`config.mk`:
```
export PLATFORM = sky130hd
export DESIGN_NAME = hazard_stall_ctrl
export DESIGN_NICKNAME = d
export VERILOG_FILES = /design/src/rtl/hazard_stall_ctrl.sv
export SDC_FILE = /design/constraint.sdc
export NUM_CORES = 1
export LEC_CHECK = 0
export BUFFER_PORTS_ARGS = -buffer_cell sky130_fd_sc_hd__buf_2
export CORE_ASPECT_RATIO = 0.6
export CORE_MARGIN = 3
export CORE_UTILIZATION = 55
export DETAILED_ROUTE_END_ITERATION = 8
export PLACE_DENSITY_LB_ADDON = 0.05
export SYNTH_ARGS = -nofsm -noshare
export SYNTH_HDL_FRONTEND = slang
export SYNTH_SLANG_ARGS = --single-unit
```
`constraint.sdc`:
```
create_clock -name clk_HZD -period 2.79 [get_ports clk_HZD]
set_clock_uncertainty 0.05 [all_clocks]
set_input_delay 0 -clock clk_HZD [delete_from_list [all_inputs] [get_ports clk_HZD]]
set_output_delay 0 -clock clk_HZD [all_outputs]
set_load 0.01 [all_outputs]
```
`src/rtl/hazard_stall_ctrl.sv`:
```
// Pipeline interlock: RAW stall, redirect flush and external freeze.
// Tracks in-flight rd in EX/MEM/WB and counts stall/flush cycles.
module hazard_stall_ctrl #(
   parameter int WB_BYPASS = 1,
   parameter int CNT_W     = 16
) (
   input  logic             clk_HZD,
   input  logic             rst_n_HZD,
   input  logic             id_valid_HZD,
   input  logic [4:0]       id_rs1_HZD,
   input  logic             id_rs1_used_HZD,
   input  logic [4:0]       id_rs2_HZD,
   input  logic             id_rs2_used_HZD,
   input  logic [4:0]       id_rd_HZD,
   input  logic             id_regwrite_HZD,
   input  logic             ex_redirect_HZD,
   input  logic             stall_ext_HZD,
   output logic             en_PC_HZD,
   output logic             en_IFID_HZD,
   output logic             NOP_IFID_HZD,
   output logic             en_IDEX_HZD,
   output logic             NOP_IDEX_HZD,
   output logic             en_EXMEM_HZD,
   output logic             en_MEMWB_HZD,
   output logic             raw_hazard_HZD,
   output logic [CNT_W-1:0] stall_cnt_HZD,
   output logic [CNT_W-1:0] flush_cnt_HZD
);

   logic       ex_v, mem_v, wb_v;
   logic [4:0] ex_rd, mem_rd, wb_rd;
   logic       wb_chk;
   logic       rs1_hit, rs2_hit, raw;
   logic       sel_ext, sel_rdr, sel_raw, sel_norm;
   logic       ex_in_v;

   assign wb_chk = (WB_BYPASS == 0);

   // Compare ID sources against the checked scoreboard slots
   always_comb begin
      rs1_hit = id_rs1_used_HZD & (id_rs1_HZD != 5'd0) &
                ((ex_v & (ex_rd == id_rs1_HZD)) |
                 (mem_v & (mem_rd == id_rs1_HZD)) |
                 (wb_chk & wb_v & (wb_rd == id_rs1_HZD)));
      rs2_hit = id_rs2_used_HZD & (id_rs2_HZD != 5'd0) &
                ((ex_v & (ex_rd == id_rs2_HZD)) |
                 (mem_v & (mem_rd == id_rs2_HZD)) |
                 (wb_chk & wb_v & (wb_rd == id_rs2_HZD)));
      raw     = id_valid_HZD & (rs1_hit | rs2_hit);
   end

   // One-hot action select: freeze > flush > bubble > flow
   always_comb begin
      sel_ext  = stall_ext_HZD;
      sel_rdr  = ~stall_ext_HZD & ex_redirect_HZD;
      sel_raw  = ~stall_ext_HZD & ~ex_redirect_HZD & raw;
      sel_norm = ~stall_ext_HZD & ~ex_redirect_HZD & ~raw;
   end

   // Drive register enables and NOP inserts; all quiet in reset
   always_comb begin
      en_PC_HZD    = 1'b0;
      en_IFID_HZD  = 1'b0;
      NOP_IFID_HZD = 1'b0;
      en_IDEX_HZD  = 1'b0;
      NOP_IDEX_HZD = 1'b0;
      en_EXMEM_HZD = 1'b0;
      en_MEMWB_HZD = 1'b0;
      if (rst_n_HZD) begin
         unique case (1'b1)
            sel_ext: begin
            end
            sel_rdr: begin
               en_PC_HZD    = 1'b1;
               en_IFID_HZD  = 1'b1;
               NOP_IFID_HZD = 1'b1;
               en_IDEX_HZD  = 1'b1;
               NOP_IDEX_HZD = 1'b1;
               en_EXMEM_HZD = 1'b1;
               en_MEMWB_HZD = 1'b1;
            end
            sel_raw: begin
               en_IDEX_HZD  = 1'b1;
               NOP_IDEX_HZD = 1'b1;
               en_EXMEM_HZD = 1'b1;
               en_MEMWB_HZD = 1'b1;
            end
            sel_norm: begin
               en_PC_HZD    = 1'b1;
               en_IFID_HZD  = 1'b1;
               en_IDEX_HZD  = 1'b1;
               en_EXMEM_HZD = 1'b1;
               en_MEMWB_HZD = 1'b1;
            end
            default: begin
            end
         endcase
      end
   end

   assign raw_hazard_HZD = rst_n_HZD & raw;

   // Bubbles, flushes and x0 writers enter EX as invalid
   assign ex_in_v = id_valid_HZD & id_regwrite_HZD &
                    (id_rd_HZD != 5'd0) & ~NOP_IDEX_HZD;

   // Shift the rd scoreboard unless the pipe is frozen
   always_ff @(posedge clk_HZD or negedge rst_n_HZD) begin
      if (!rst_n_HZD) begin
         ex_v   <= 1'b0;
         ex_rd  <= 5'd0;
         mem_v  <= 1'b0;
         mem_rd <= 5'd0;
         wb_v   <= 1'b0;
         wb_rd  <= 5'd0;
      end else if (!stall_ext_HZD) begin
         wb_v   <= mem_v;
         wb_rd  <= mem_rd;
         mem_v  <= ex_v;
         mem_rd <= ex_rd;
         ex_v   <= ex_in_v;
         ex_rd  <= id_rd_HZD;
      end
   end

   // Saturating bubble and flush counters
   always_ff @(posedge clk_HZD or negedge rst_n_HZD) begin
      if (!rst_n_HZD) begin
         stall_cnt_HZD <= '0;
         flush_cnt_HZD <= '0;
      end else begin
         if (sel_raw && (stall_cnt_HZD != {CNT_W{1'b1}}))
            stall_cnt_HZD <= stall_cnt_HZD + 1'b1;
         if (sel_rdr && (flush_cnt_HZD != {CNT_W{1'b1}}))
            flush_cnt_HZD <= flush_cnt_HZD + 1'b1;
      end
   end

endmodule

```
==> results.ini <==
[status]
status=complete, no violations

[global_routing]
grt_pass1_wl_um=8645
grt_use_total_pct=20.99
grt_pass1_vias=1759
grt_max_degree=34
grt-ovfl-total=0
antenna_found_initial=0

[layout]
area_delta_synth_final_pct=22.07
layout-drive-gt1-share_pct=34.04
nNetsFinal=309
final_cell_mix=buf_2 (62), dfrtp_1 (44), xor2_1 (26), xnor2_1 (24), nand2_1 (14)
final_common_cell=buf_2
n_antenna_cell=0

[logic_synthesis]
synthCells=214
synth-seq-cells=44
synth_top_area_share_pct=46.03
synth_top_family_by_area=simple AND/OR/NAND/NOR gates
synth-edff-count=0
syn_area_per_cell_um2=11.18
synth-async-reset-ratio_pct=100.0
synth_compound_area_share_pct=4.864
synth_simple_gate_area_share_pct=20.66
synth_area_leaders=dfrtp_1 (46%), xor2_1 (9.5%), xnor2_1 (8.8%)
synth_mux_area_share_pct=5.805
synthAdderAreaFrac_pct=1.046
yosys.area.top_type=dfrtp_1
synth_ff_type=dfrtp_1
synth-xor-area-share_pct=18.31
ys_warn_count=0
syn_area_um2=2392
ys_types=40
synth_nets=239
yosysSeqAreaShare_pct=46.03

[timing]
relSlewSlack_pct=37.13
tightest_slew_ns=0.9379
setup_viol=0
holdWs_ns=0.02221
maxSlewViolCount=0
hold_viol=0
tns_ns=0
finalCriticalPeriod_ns=2.332
final.period_utilization_pct=83.57
fmax_mhz=428.9
rsz0062_at_grt=no

[placement]
dp_hpwl_um=3823
gp_congestion=0.8088
numPortBuffers=62

[power_and_ir_drop]
p_leak_uw=0.001419
p_per_area_nw_per_um2=542.0
p_int_uw=1144
p_switching_uw=438.6
seqPwrFrac_pct=49.5
p_comb_share_pct=18.5
fin_total_pwr_uw=1583
swShare_pct=27.71
peakVddDrop_mv=0.5733
clkPwrFrac_pct=32.0

[critical_path]
crit_arrival_ns=2.28
start_kind=register
critPathKind=reg -> out
required_ns=2.74
rrSetupSlack_ns=0.48
crit_path_max_fanout=19
timing.critical_path.from=ex_rd[4]$_DFFE_PN0N_
reg2reg_from=stall_cnt_HZD[2]$_DFFE_PN0P_
r2r_cells=6
critPathCaptureType=primary output

[detailed_routing]
ant_nets=0
met3_length_um=304
first_iter_violations=105
wl_per_cell_um=14.97
routed_wl_um=5119
vias_per_cell=5.415
first_pass_iters=4
dr_wl_met2_um=2210
drcViolationCount=0
wirelength_met1_um=2566
vias=1852
top_layer_used=met4

[clock_network]
clock_sinks=44
insertion_delay_ns=0.30
h-tree-depth=2
cts_root_buf=clkbuf_8
ctsResizeCount=0
clk_pin_slew_worst_paths_ns=0.08
cts_tree=done
cts_buffer_depth=2
cts_buffers=5

[die]
io_pins=63
dieHeight_um=57.09
initial_utilization_pct=61.13
die-width_um=91.15
num_rows=17
dieArea_um2=5203
coreArea_um2=3914

[flow_run]
cap_violations=0

[hold_path]
worstHoldStart=id_valid_HZD
min_path_type=in -> reg
hold_path_depth=3

## synth_stat cells, types with 5 or more instances
master	count
xor2_1	26
inv_1	6
dfrtp_1	44
mux2_2	10
nand2_1	14
nor2_1	9
nand3_1	9
xnor2_1	24
nand4_1	8
and3_1	6
nor4_1	5
## power groups by stage
| stage | registers [µW] | logic, µW | clock network, µW |
|---|---|---|---|
| 6_report | 783 | 293 | 507 |
| 5_1_grt | 796 | 328 | 556 |
| 4_1_cts | 783 | 298 | 521 |
| 3_5_place_dp | 795 | 289 | 0 |
| 3_3_place_gp | 793 | 282 | 0 |
| 2_1_floorplan | 806 | 152 | 0 |
## state kept, by name, indices dropped and copies added, names as in the netlist
signal,count
ex_v,1
mem_rd,5
flush_cnt_HZD,16
mem_v,1
ex_rd,5
stall_cnt_HZD,16
## stage by stage
step | cell area, µm² | setup slack, ns | utilization (%) | std cells
after CTS | 2920 | 0.4596 | 74.62 | 342
after global routing | 2920 | 0.2962 | 74.62 | 342
after floorplan | 2392 | 0.9516 | - | 214
after detailed placement | 2729 | 0.4891 | 69.73 | 327
final | 2920 | 0.4585 | 74.62 | 342
after global placement | 2729 | 0.5769 | 69.73 | 327
## worst paths after layout
path,to
worst max-delay path,en_PC_HZD
max in group asynchronous,flush_cnt_HZD[11]$_DFFE_PN0P_
min in group asynchronous,stall_cnt_HZD[15]$_DFFE_PN0P_
worst min register to register,stall_cnt_HZD[5]$_DFFE_PN0P_
worst max register to register,stall_cnt_HZD[1]$_DFFE_PN0P_
worst min-delay path,ex_v$_DFFE_PN0N_
## worst max-delay path, cell delays in order (launching register included)
cell and delay, ns:
dfrtp_1 0.44, xor2_1 0.16, nor4_1 0.36, a32oi_1 0.15, o22ai_4 0.54, a21boi_1 0.17, buf_2 0.17
## final cells by class
| cell class | count | area (µm²) |
|---|---|---|
| sequential | 44 | 1101 |
| inverter | 7 | 26.28 |
| multi-input combinational | 156 | 1212 |
| clock inverter | 2 | 38.79 |
| fill | 305 | 993.5 |
| tap | 57 | 71.32 |
| timing repair buffer | 70 | 387.9 |
| clock buffer | 6 | 82.58 |
## cell families after synthesis
logic type,after synthesis
and+or+nand+nor,80
xor gates and xnor gates,50
DFF,44
buffers and inverters,14
AOI/OAI and AO/OA,12
muxes,12
adders and majority gates,2
## metal layers
layer / global-route usage, % / vias to the layer above
li1: - / 892
met1: 31.61 / 898
met2: 30.33 / 58
met3: 5.270 / 4
met4: 5.365 / 0
met5: 0 / -
## what timing repair did
item | 4_1_cts | 5_1_grt
hold endpoints to repair | 18 | 0
hold buffers | 7 | 0
setup endpoints to repair | 0 | 0
buffers inserted | 0 | 0
No activity file was read; power rests on OpenSTA's default activity.
